### src/rtl/axi_lite_window_filter.sv
// AXI4-Lite address-window filter: forwards accesses that hit one of four peripheral windows, answers misses locally with DECERR.
// Optional downstream response timeout with drain enabled by defining AXI_LITE_WINDOW_FILTER_TIMEOUT_EN.
`timescale 1ns/1ps
module axi_lite_window_filter #(
  parameter logic [31:0] WIN0_ADDR      = 32'h9C400000,
  parameter logic [31:0] WIN1_ADDR      = 32'h9C420000,
  parameter logic [31:0] WIN2_ADDR      = 32'h99020000,
  parameter logic [31:0] WIN3_ADDR      = 32'h99040000,
  parameter int          WIN_SIZE_LOG2  = 16,
  parameter int          TIMEOUT_CYCLES = 1024
) (
  input  logic        axi_aclk,
  input  logic        axi_areset,
  input  logic        s_axi_awvalid,
  output logic        s_axi_awready,
  input  logic [31:0] s_axi_awaddr,
  input  logic [2:0]  s_axi_awprot,
  input  logic        s_axi_wvalid,
  output logic        s_axi_wready,
  input  logic [31:0] s_axi_wdata,
  input  logic [3:0]  s_axi_wstrb,
  output logic        s_axi_bvalid,
  input  logic        s_axi_bready,
  output logic [1:0]  s_axi_bresp,
  input  logic        s_axi_arvalid,
  output logic        s_axi_arready,
  input  logic [31:0] s_axi_araddr,
  input  logic [2:0]  s_axi_arprot,
  output logic        s_axi_rvalid,
  input  logic        s_axi_rready,
  output logic [31:0] s_axi_rdata,
  output logic [1:0]  s_axi_rresp,
  output logic        m_axi_awvalid,
  input  logic        m_axi_awready,
  output logic [31:0] m_axi_awaddr,
  output logic [2:0]  m_axi_awprot,
  output logic        m_axi_wvalid,
  input  logic        m_axi_wready,
  output logic [31:0] m_axi_wdata,
  output logic [3:0]  m_axi_wstrb,
  input  logic        m_axi_bvalid,
  output logic        m_axi_bready,
  input  logic [1:0]  m_axi_bresp,
  output logic        m_axi_arvalid,
  input  logic        m_axi_arready,
  output logic [31:0] m_axi_araddr,
  output logic [2:0]  m_axi_arprot,
  input  logic        m_axi_rvalid,
  output logic        m_axi_rready,
  input  logic [31:0] m_axi_rdata,
  input  logic [1:0]  m_axi_rresp,
  output logic        decerr_pulse
);

  localparam logic [2:0] W_IDLE  = 3'd0;
  localparam logic [2:0] W_FWD   = 3'd1;
  localparam logic [2:0] W_BWAIT = 3'd2;
  localparam logic [2:0] W_BRESP = 3'd3;
  localparam logic [2:0] W_ERR   = 3'd4;
  localparam logic [2:0] R_IDLE  = 3'd0;
  localparam logic [2:0] R_FWD   = 3'd1;
  localparam logic [2:0] R_RWAIT = 3'd2;
  localparam logic [2:0] R_RRESP = 3'd3;
  localparam logic [2:0] R_ERR   = 3'd4;
`ifdef AXI_LITE_WINDOW_FILTER_TIMEOUT_EN
  localparam logic [2:0] W_DRAIN = 3'd5;
  localparam logic [2:0] R_DRAIN = 3'd5;
  localparam int         TO_W    = $clog2(TIMEOUT_CYCLES + 1);
`endif

  function automatic logic isHit(input logic [31:0] a);
    isHit = (a[31:WIN_SIZE_LOG2] == WIN0_ADDR[31:WIN_SIZE_LOG2]) |
            (a[31:WIN_SIZE_LOG2] == WIN1_ADDR[31:WIN_SIZE_LOG2]) |
            (a[31:WIN_SIZE_LOG2] == WIN2_ADDR[31:WIN_SIZE_LOG2]) |
            (a[31:WIN_SIZE_LOG2] == WIN3_ADDR[31:WIN_SIZE_LOG2]);
  endfunction

  logic [2:0]  wState_q, wState_d, rState_q, rState_d;
  logic        awReady_q, wReady_q, awGot_q, wGot_q, bValid_q, mBReady_q;
  logic        mAwValid_q, mWValid_q;
  logic [1:0]  bResp_q;
  logic [31:0] mAwAddr_q, mWData_q;
  logic [2:0]  mAwProt_q;
  logic [3:0]  mWStrb_q;
  logic        arReady_q, rValid_q, mArValid_q, mRReady_q;
  logic [31:0] rData_q, mArAddr_q;
  logic [1:0]  rResp_q;
  logic [2:0]  mArProt_q;
  logic        decerrPulse_q, decerrPulse_d;
  logic [1:0]  decerrCnt_q, decerrCnt_d;
  logic [2:0]  decerrPend;

  logic        awHs, wHs, wBothIn, wHit, awDone, wDone, wErrEnter;
  logic        arHs, rHit, rErrEnter;
  logic        wTimeout, rTimeout;

  assign awHs    = s_axi_awvalid & awReady_q;
  assign wHs     = s_axi_wvalid & wReady_q;
  assign wBothIn = (awGot_q | awHs) & (wGot_q | wHs);
  assign wHit    = isHit(awHs ? s_axi_awaddr : mAwAddr_q);
  assign awDone  = ~mAwValid_q | m_axi_awready;
  assign wDone   = ~mWValid_q | m_axi_wready;
  assign arHs    = s_axi_arvalid & arReady_q;
  assign rHit    = isHit(s_axi_araddr);

  assign wErrEnter = (wState_q == W_IDLE) & wBothIn & ~wHit;
  assign rErrEnter = (rState_q == R_IDLE) & arHs & ~rHit;

`ifdef AXI_LITE_WINDOW_FILTER_TIMEOUT_EN
  logic [TO_W-1:0] wCnt_q, rCnt_q;

  // Counters run only while a forwarded transaction awaits its downstream response.
  assign wTimeout = ((wState_q == W_FWD) | ((wState_q == W_BWAIT) & ~m_axi_bvalid)) &
                    (wCnt_q == TO_W'(TIMEOUT_CYCLES - 1));
  assign rTimeout = ((rState_q == R_FWD) | ((rState_q == R_RWAIT) & ~m_axi_rvalid)) &
                    (rCnt_q == TO_W'(TIMEOUT_CYCLES - 1));

  always_ff @(posedge axi_aclk) begin
    if (axi_areset) begin
      wCnt_q <= '0;
      rCnt_q <= '0;
    end else begin
      wCnt_q <= ((wState_q == W_FWD) | (wState_q == W_BWAIT)) ? wCnt_q + TO_W'(1) : '0;
      rCnt_q <= ((rState_q == R_FWD) | (rState_q == R_RWAIT)) ? rCnt_q + TO_W'(1) : '0;
    end
  end
`else
  logic unusedTimeout;
  assign unusedTimeout = ^TIMEOUT_CYCLES;
  assign wTimeout = 1'b0;
  assign rTimeout = 1'b0;
`endif

  always_comb begin
    wState_d = wState_q;
    case (wState_q)
      W_IDLE:  if (wBothIn) wState_d = wHit ? W_FWD : W_ERR;
      W_FWD:   if (awDone & wDone) wState_d = W_BWAIT;
      W_BWAIT: if (m_axi_bvalid) wState_d = W_BRESP;
      W_BRESP: if (s_axi_bready) wState_d = W_IDLE;
      W_ERR:   if (s_axi_bready) wState_d = W_IDLE;
`ifdef AXI_LITE_WINDOW_FILTER_TIMEOUT_EN
      W_DRAIN: if ((~mBReady_q | m_axi_bvalid) & (~bValid_q | s_axi_bready)) wState_d = W_IDLE;
`endif
      default: wState_d = W_IDLE;
    endcase
`ifdef AXI_LITE_WINDOW_FILTER_TIMEOUT_EN
    if (wTimeout) wState_d = W_DRAIN;
`endif
  end

  always_comb begin
    rState_d = rState_q;
    case (rState_q)
      R_IDLE:  if (arHs) rState_d = rHit ? R_FWD : R_ERR;
      R_FWD:   if (m_axi_arready) rState_d = R_RWAIT;
      R_RWAIT: if (m_axi_rvalid) rState_d = R_RRESP;
      R_RRESP: if (s_axi_rready) rState_d = R_IDLE;
      R_ERR:   if (s_axi_rready) rState_d = R_IDLE;
`ifdef AXI_LITE_WINDOW_FILTER_TIMEOUT_EN
      R_DRAIN: if ((~mRReady_q | m_axi_rvalid) & (~rValid_q | s_axi_rready)) rState_d = R_IDLE;
`endif
      default: rState_d = R_IDLE;
    endcase
`ifdef AXI_LITE_WINDOW_FILTER_TIMEOUT_EN
    if (rTimeout) rState_d = R_DRAIN;
`endif
  end

  // Both channels can miss on the same edge; queue the second pulse so each DECERR is seen separately.
  always_comb begin
    decerrPend    = {1'b0, decerrCnt_q} + {2'b0, wErrEnter} + {2'b0, rErrEnter};
    decerrPulse_d = 1'b0;
    if ((decerrPend != 3'd0) && !decerrPulse_q) begin
      decerrPulse_d = 1'b1;
      decerrPend    = decerrPend - 3'd1;
    end
    decerrCnt_d = decerrPend[1:0];
  end

  always_ff @(posedge axi_aclk) begin
    if (axi_areset) begin
      wState_q   <= W_IDLE;
      awReady_q  <= 1'b0;
      wReady_q   <= 1'b0;
      awGot_q    <= 1'b0;
      wGot_q     <= 1'b0;
      bValid_q   <= 1'b0;
      bResp_q    <= 2'b00;
      mAwValid_q <= 1'b0;
      mWValid_q  <= 1'b0;
      mBReady_q  <= 1'b0;
      mAwAddr_q  <= '0;
      mAwProt_q  <= '0;
      mWData_q   <= '0;
      mWStrb_q   <= '0;
    end else begin
      wState_q <= wState_d;
      case (wState_q)
        W_IDLE: begin
          if (awHs) begin
            awGot_q   <= 1'b1;
            awReady_q <= 1'b0;
            mAwAddr_q <= s_axi_awaddr;
            mAwProt_q <= s_axi_awprot;
          end else if (!awGot_q) begin
            awReady_q <= 1'b1;
          end
          if (wHs) begin
            wGot_q   <= 1'b1;
            wReady_q <= 1'b0;
            mWData_q <= s_axi_wdata;
            mWStrb_q <= s_axi_wstrb;
          end else if (!wGot_q) begin
            wReady_q <= 1'b1;
          end
          if (wBothIn) begin
            awGot_q   <= 1'b0;
            wGot_q    <= 1'b0;
            awReady_q <= 1'b0;
            wReady_q  <= 1'b0;
            if (wHit) begin
              mAwValid_q <= 1'b1;
              mWValid_q  <= 1'b1;
            end else begin
              bValid_q <= 1'b1;
              bResp_q  <= 2'b11;
            end
          end
        end
        W_FWD: begin
          if (m_axi_awready) mAwValid_q <= 1'b0;
          if (m_axi_wready) mWValid_q <= 1'b0;
          if (awDone & wDone) mBReady_q <= 1'b1;
        end
        W_BWAIT: begin
          if (m_axi_bvalid) begin
            mBReady_q <= 1'b0;
            bValid_q  <= 1'b1;
            bResp_q   <= m_axi_bresp;
          end
        end
        W_BRESP, W_ERR: begin
          if (s_axi_bready) bValid_q <= 1'b0;
        end
`ifdef AXI_LITE_WINDOW_FILTER_TIMEOUT_EN
        W_DRAIN: begin
          if (m_axi_bvalid) mBReady_q <= 1'b0;
          if (s_axi_bready) bValid_q <= 1'b0;
        end
`endif
        default: ;
      endcase
      if (wTimeout) begin
        mAwValid_q <= 1'b0;
        mWValid_q  <= 1'b0;
        mBReady_q  <= 1'b1;
        bValid_q   <= 1'b1;
        bResp_q    <= 2'b10;
      end
    end
  end

  always_ff @(posedge axi_aclk) begin
    if (axi_areset) begin
      rState_q      <= R_IDLE;
      arReady_q     <= 1'b0;
      rValid_q      <= 1'b0;
      rData_q       <= '0;
      rResp_q       <= 2'b00;
      mArValid_q    <= 1'b0;
      mRReady_q     <= 1'b0;
      mArAddr_q     <= '0;
      mArProt_q     <= '0;
      decerrPulse_q <= 1'b0;
      decerrCnt_q   <= '0;
    end else begin
      rState_q      <= rState_d;
      decerrPulse_q <= decerrPulse_d;
      decerrCnt_q   <= decerrCnt_d;
      case (rState_q)
        R_IDLE: begin
          arReady_q <= ~arHs;
          if (arHs) begin
            mArAddr_q <= s_axi_araddr;
            mArProt_q <= s_axi_arprot;
            if (rHit) begin
              mArValid_q <= 1'b1;
            end else begin
              rValid_q <= 1'b1;
              rData_q  <= '0;
              rResp_q  <= 2'b11;
            end
          end
        end
        R_FWD: begin
          if (m_axi_arready) begin
            mArValid_q <= 1'b0;
            mRReady_q  <= 1'b1;
          end
        end
        R_RWAIT: begin
          if (m_axi_rvalid) begin
            mRReady_q <= 1'b0;
            rValid_q  <= 1'b1;
            rData_q   <= m_axi_rdata;
            rResp_q   <= m_axi_rresp;
          end
        end
        R_RRESP, R_ERR: begin
          if (s_axi_rready) rValid_q <= 1'b0;
        end
`ifdef AXI_LITE_WINDOW_FILTER_TIMEOUT_EN
        R_DRAIN: begin
          if (m_axi_rvalid) mRReady_q <= 1'b0;
          if (s_axi_rready) rValid_q <= 1'b0;
        end
`endif
        default: ;
      endcase
      if (rTimeout) begin
        mArValid_q <= 1'b0;
        mRReady_q  <= 1'b1;
        rValid_q   <= 1'b1;
        rData_q    <= 32'hDEADDEAD;
        rResp_q    <= 2'b10;
      end
    end
  end

  assign s_axi_awready = awReady_q;
  assign s_axi_wready  = wReady_q;
  assign s_axi_bvalid  = bValid_q;
  assign s_axi_bresp   = bResp_q;
  assign s_axi_arready = arReady_q;
  assign s_axi_rvalid  = rValid_q;
  assign s_axi_rdata   = rData_q;
  assign s_axi_rresp   = rResp_q;
  assign m_axi_awvalid = mAwValid_q;
  assign m_axi_awaddr  = mAwAddr_q;
  assign m_axi_awprot  = mAwProt_q;
  assign m_axi_wvalid  = mWValid_q;
  assign m_axi_wdata   = mWData_q;
  assign m_axi_wstrb   = mWStrb_q;
  assign m_axi_bready  = mBReady_q;
  assign m_axi_arvalid = mArValid_q;
  assign m_axi_araddr  = mArAddr_q;
  assign m_axi_arprot  = mArProt_q;
  assign m_axi_rready  = mRReady_q;
  assign decerr_pulse  = decerrPulse_q;

endmodule

### config.mk
export PLATFORM = sky130hd
export DESIGN_NAME = axi_lite_window_filter
export DESIGN_NICKNAME = d
export VERILOG_FILES = /design/src/rtl/axi_lite_window_filter.sv
export SDC_FILE = /design/constraint.sdc
export NUM_CORES = 1
export LEC_CHECK = 0
export BUFFER_PORTS_ARGS = -buffer_cell sky130_fd_sc_hd__buf_2
export CAP_MARGIN = 25
export CORE_AREA = 4 4 100 140
export DETAILED_ROUTE_END_ITERATION = 6
export DIE_AREA = 0 0 104 144
export GPL_ROUTABILITY_DRIVEN = 1
export PLACE_DENSITY = 0.84
export SETUP_SLACK_MARGIN = 0.05
export SKIP_CTS_REPAIR_TIMING = 1
export SYNTH_ARGS = -nofsm -noshare
export SYNTH_HDL_FRONTEND = slang
export SYNTH_SLANG_ARGS = --single-unit
### constraint.sdc
create_clock -name axi_aclk -period 4.55 [get_ports axi_aclk]
set_input_delay 0 -clock axi_aclk [delete_from_list [all_inputs] [get_ports axi_aclk]]
set_output_delay 0 -clock axi_aclk [all_outputs]
set_load 0.1 [all_outputs]
After elaboration in Yosys (flattened, before gate mapping)
Index checks and enable logic that the tools add are counted.
{ "word_totals": {"ff_bits": 163, "wordCells": 183, "in_bits": 154, "output_inout_bits": 153} }
{ "classes": {"n_reduce_logical": 35, "n_eq_ne": 32, "n_addsub": 3, "bitwise": 24, "n_mux": 63} }
{ "op_table": {"columns": ["op", "n"], "rows": [
  ["== test 16 bit (second input constant)", 8],
  ["two-way mux 32 bit", 4],
  ["one-hot mux 32 bit (2 select lines)", 1],
  ["two-way mux 1 bit", 30],
  ["two-way mux 3 bit", 10],
  ["AND reduction 4 bit", 7],
  ["!= test 2 bit (second input constant)", 12],
  ["one-hot mux 3 bit (4 select lines)", 2],
  ["nonzero test 2 bit", 8],
  ["two-way mux 2 bit", 7],
  ["AND reduction 2 bit", 7],
  ["== test 3 x 2 -> 1 bit (second input constant)", 4],
  ["OR 1 bit", 10],
  ["one-hot mux 1 bit (2 select lines)", 5],
  ["AND reduction 5 bit", 2],
  ["bitwise AND 1 bit", 9],
  ["nonzero test 3 bit", 3],
  ["one-hot mux 2 bit (2 select lines)", 2],
  ["== test 3 x 1 -> 1 bit (second input constant)", 2],
  ["== test 3 bit (second input constant)", 2],
  ["zero test 3 bit", 2],
  ["!= test 3 x 1 -> 1 bit (second input constant)", 2],
  ["one-hot mux 1 bit (3 select lines)", 2],
  ["AND reduction 3 bit", 2],
  ["other kinds (8)", 14]
]} }

Longest topological paths before layout
{ "depth": {"depth_word": 13, "ltp_mapped": 13, "depth_no_buf": 12} }

Worst setup path before layout
No wires, ideal clock.
{ "synth_timing": {"path_type": "flip-flop to flip-flop", "from": "register mAwAddr_q[27], in the netlist m_axi_awaddr[27]", "to": "register decerrCnt_q[0]", "arrival_time_ns": 3.063, "period_less_slack_ns": 3.191, "path_stages_with_launch": 13, "setup_time_ns": 0.128, "setup_slack_ns": 1.359, "n_path_buf": 0, "required_time_ns": 4.422, "path_cell_list": "dfxtp_1 > nor4bb_1 > nand4_1 > a221o_1 > o21ai_1 > fa_1 > inv_1 > ha_1 > inv_1 > ha_1 > a21oi_1 > xor2_1 > nor2_1"} }
{ "synth_via": {"elab_chain_len": 12, "elab_cells_between_ends": 16, "cone_classes": "3 x add/sub; 4 x eq/ne; 2 x mux; 5 x bitwise; 2 x reduce/logical"} }
{ "synth_lines": {"columns": ["element", "line", "source"], "rows": [
  ["start, declared", "82", "logic [31:0] mAwAddr_q, mWData_q;"],
  ["start signal, assigned", "204", "mAwAddr_q <= s_axi_awaddr;"],
  ["two-way mux 32 bit (*)", null, null],
  ["== test 16 bit (on tied branches)", "72, 73", null],
  ["OR 1 bit", "72", "isHit = (a[31:WIN_SIZE_LOG2] == WIN0_ADDR[31:WIN_SIZE_LOG2]) |"],
  ["OR 1 bit", "73", "(a[31:WIN_SIZE_LOG2] == WIN1_ADDR[31:WIN_SIZE_LOG2]) |"],
  ["OR 1 bit (*)", "74", "(a[31:WIN_SIZE_LOG2] == WIN2_ADDR[31:WIN_SIZE_LOG2]) |"],
  ["inverter 1 bit (*)", "106", "assign wErrEnter = (wState_q == W_IDLE) & wBothIn & ~wHit;"],
  ["bitwise AND 1 bit (*)", "106", null],
  ["adder 2 x 1 -> 3 bit (*)", "172", "decerrPend = {1'b0, decerrCnt_q} + {2'b0, wErrEnter} + {2'b0, rErrEnter};"],
  ["adder 3 x 1 -> 3 bit (*)", "172", null],
  ["branches (longest 2 deep; another with subtractor 2 x 1 -> 2 bit)", null, null],
  ["two-way mux 2 bit (*)", "174", "if ((decerrPend != 3'd0) && !decerrPulse_q) begin"],
  ["end signal, assigned", "280", "decerrCnt_q <= decerrCnt_d;"],
  ["end, declared", "90", "logic [1:0] decerrCnt_q, decerrCnt_d;"]
]} }
Every way passes the cells marked *.
A chain may end at the register's enable or synchronous reset.

Final worst setup path
{ "layout_timing": {"from": "register rState_q[0]", "to": "register decerrCnt_q[0]"} }
{ "layout_via": {"elab_chain_len": 7, "elab_cells_between_ends": 8, "cone_classes": "2 x add/sub; 1 x mux; 2 x bitwise; 3 x reduce/logical"} }
{ "layout_lines": {"columns": ["element", "line", "source"], "rows": [
  ["start, declared", "78", "logic [2:0] wState_q, wState_d, rState_q, rState_d;"],
  ["start signal, assigned", "278", "rState_q <= rState_d;"],
  ["zero test 3 bit (*)", "107", "assign rErrEnter = (rState_q == R_IDLE) & arHs & ~rHit;"],
  ["bitwise AND 1 bit (*) (2 in series)", "107", null],
  ["adder 3 x 1 -> 3 bit (*)", "172", null],
  ["branches (longest 2 deep; another with subtractor 2 x 1 -> 2 bit)", null, null],
  ["two-way mux 2 bit (*)", "174", null]
]} }
Marked as above.

==> metrics <==
Worst Tran Pin Value=~0.90 ns; Buf/Inv on CP=3; core area=12,800 um2; Req. time, crit path=slightly below 5 ns; Setup WS post-layout=approximately 1.6 ns; Final Max Slew Viols=0; Area Overhead vs Synth=58.8%; sequential element share of the synthesized area=0.531; top cell family by delay on the critical path=adder cells; area leader, netlist=dfxtp_1; Max clock buf depth=2; Slowest cell on crit path=dfxtp_1; DRT iter0 DRCs=between 400 and 500; Period minus WS final=3.00 ns; CTS tree=done; Yosys cell types=58; area fraction of the dominant cell type after synthesis=0.531; Leakage=between 4 and 5 nW; I/O pin total=307; most area-consuming cells after synthesis=dfxtp_1 (53%), nand2_1 (14%), a21oi_1 (9.9%), a22o_1 (4.6%), clkbuf_1 (1.8%); critical path fanouts, max=37; status=finished, violations left; Synth Register Bits=between 150 and 200; Avg Vias per Cell=approximately 5.5; Setup CP Type=flop to flop; Cell Count, Final, Fillers Out=about 1.3k; clk sinks=between 150 and 200; final setup fails=0; Fin Setup TNS=0 ns; CP peak stage delay=between 0.4 and 0.5 ns; fin nets=1,314; initial core utilization=0.482; Power Dens Cells=a little over 400 nW/um2; syn_area_per_cell=8.44 um2; FILL cells=approximately 820; final core occ=0.766; Post-synth EDFFs=0; kind of start point of the critical path=flop; TritonCTS buffer count=17; Worst Path Arrival=~3.3 ns; die height=144 um; Peak VDD IR=approximately 0.00027 V; Final Hold Vio Count=3; largest net degree at the start of global routing=between 70 and 80; Reg clk slew, reported paths=roughly 0.06 ns; Critical Path, Cell by Cell=nor3_2, nor2b_2, buf_4, o21ai_0, fa_1, inv_1, ha_1, inv_1, ha_1, a21oi_1, xor2_1, nor2_1; Initial DRT Pass Iterations=5; Crit Reg-Reg Startpoint=rState_q[0]; CP endpoint kind=flop; Peak Freq=approximately 0.33 GHz; reg-to-reg setup timing slack=roughly 1.6 ns; latest clock arrival within the worst-skew pair=0.42 ns; Synth Instances=~730; Post-synth top cells=nand2_1 (229), dfxtp_1 (163), a21oi_1 (122); FP Rows=just under 50; syn nets=between 800 and 900; Routed WL=~24,000 um; initial antenna violation count=0; Worst setup startpoint=rState_q[0]; die width=104 um; Placed Area=about 7700 um2; first-pass GRT wire length=around 30,000 um; post-detail-place hpwl=between 10,000 and 15,000 um; RSZ-0062 raised after global routing=no; Die ar.=15,000 um2; top_reg_cell synth=dfxtp_1; total power=between 3 and 4 mW; Layout Skew=between 0.01 and 0.015 ns; H-tree levels=4; worst slack at placement=1.57 ns; number of global-route vias before repair=approximately 5.9k; Post-Place Cells=1,147; R2R Path End=decerrCnt_q[0]; crit path capture=decerrCnt_q[0]; post-route cell area=roughly 10000 um2; ys async rst share=0; top-count cell post-synth=nand2_1; via count=between 7k and 8k; WHS=-0.0378 ns; FF-to-FF path depth=12; Root Driver=clkbuf_16; port bufs=just over 300; Post-Syn Area=6150 um2; remaining antenna violation count=0; max_cap viols=0; layout cells sized above 1=0.308; GPL Wtd Cong=0.860; Crit path depth=12; failing checks=negative hold slack; drc violations=0; Slew HR=0.401; Tot GR Track Use=0.242; total grt overflow=0; wire length per cell=about 18 um; Ys Warns=0; Hold Path Class=input pin to flop; Tcrit/Tclk final=0.658
state kept, by name (all words and copies together) (netlist names), 2 cells and up:
name,flops
m_axi_araddr,32
m_axi_awaddr,32
m_axi_wdata,32
s_axi_rdata,32
m_axi_wstrb,4
m_axi_arprot,3
m_axi_awprot,3
rState_q,3
wState_q,3
decerrCnt_q,2
s_axi_bresp,2
s_axi_rresp,2
worst min-delay path by stage:
stage,startpoint,endpoint,slack (ns),cells past startpoint
after floorplan,m_axi_awready,m_axi_awvalid,0.09,1
after global placement,m_axi_awready,m_axi_awvalid,0.20,2
after detailed placement,m_axi_awready,m_axi_awvalid,0.22,2
after CTS,m_axi_awready,m_axi_awvalid,-0.22,2
after global routing,m_axi_arready,m_axi_arvalid,0.007,4
final,m_axi_bresp[0],s_axi_bresp[0],-0.04,4
per-layer routing:
metal	routed length, um	global-route usage	part of all wire
met2	12800	0.436	0.53
met5	0	0	0
met4	782	0.0700	0.033
met3	2060	0.0782	0.086
met1	8450	0.277	0.35
layout by cell type (no fill, tap or decap), types with 12 or more instances in the layout:
cell / instances
buf_2: 305
nand2_1: 229
dfxtp_1: 163
dlygate4sd3_1: 144
a21oi_1: 122
a22o_1: 32
clkbuf_16: 17
nor3_1: 16
nor2_1: 15
inv_1: 12
layout make-up:
type / count / area [um2] / area share
flip-flops and latches: 163 / 3260 / 0.334
repair buffers: 457 / 3050 / 0.312
multi-input cells: 506 / 2630 / 0.269
clock buffers: 19 / 443 / 0.0454
well taps: 153 / 191 / 0.0196
clock inverters: 13 / 143 / 0.0146
inverters: 12 / 45.0 / 0.00461
diodes: 1 / 2.50 / 0.000256
kinds of logic (layout without fill, tap and decap cells):
| kind of cell | count (synthesis) | count (layout) | synth area share |
|---|---|---|---|
| simple gates | 312 | 312 | 0.227 |
| compound gates | 189 | 189 | 0.189 |
| flops | 163 | 163 | 0.531 |
| buf+inv | 60 | 501 | 0.0431 |
| fa+ha+maj | 3 | 3 | 0.00732 |
| xor+xnor | 1 | 1 | 0.00142 |
| mux | 1 | 1 | 0.00163 |
| other cells | 0 | 1 | 0 |
worst min-delay path, cell delays in order:
cell and delay, ns:
buf_2 0.10, nor2_1 0.10, nor3_1 0.05, o31a_1 0.09
power by group:
group,switching (mW),internal (mW)
Clock,0.629,0.792
Sequential,0.0515,1.50
Combinational,0.753,0.268
No activity file was read; power rests on OpenSTA's default activity.
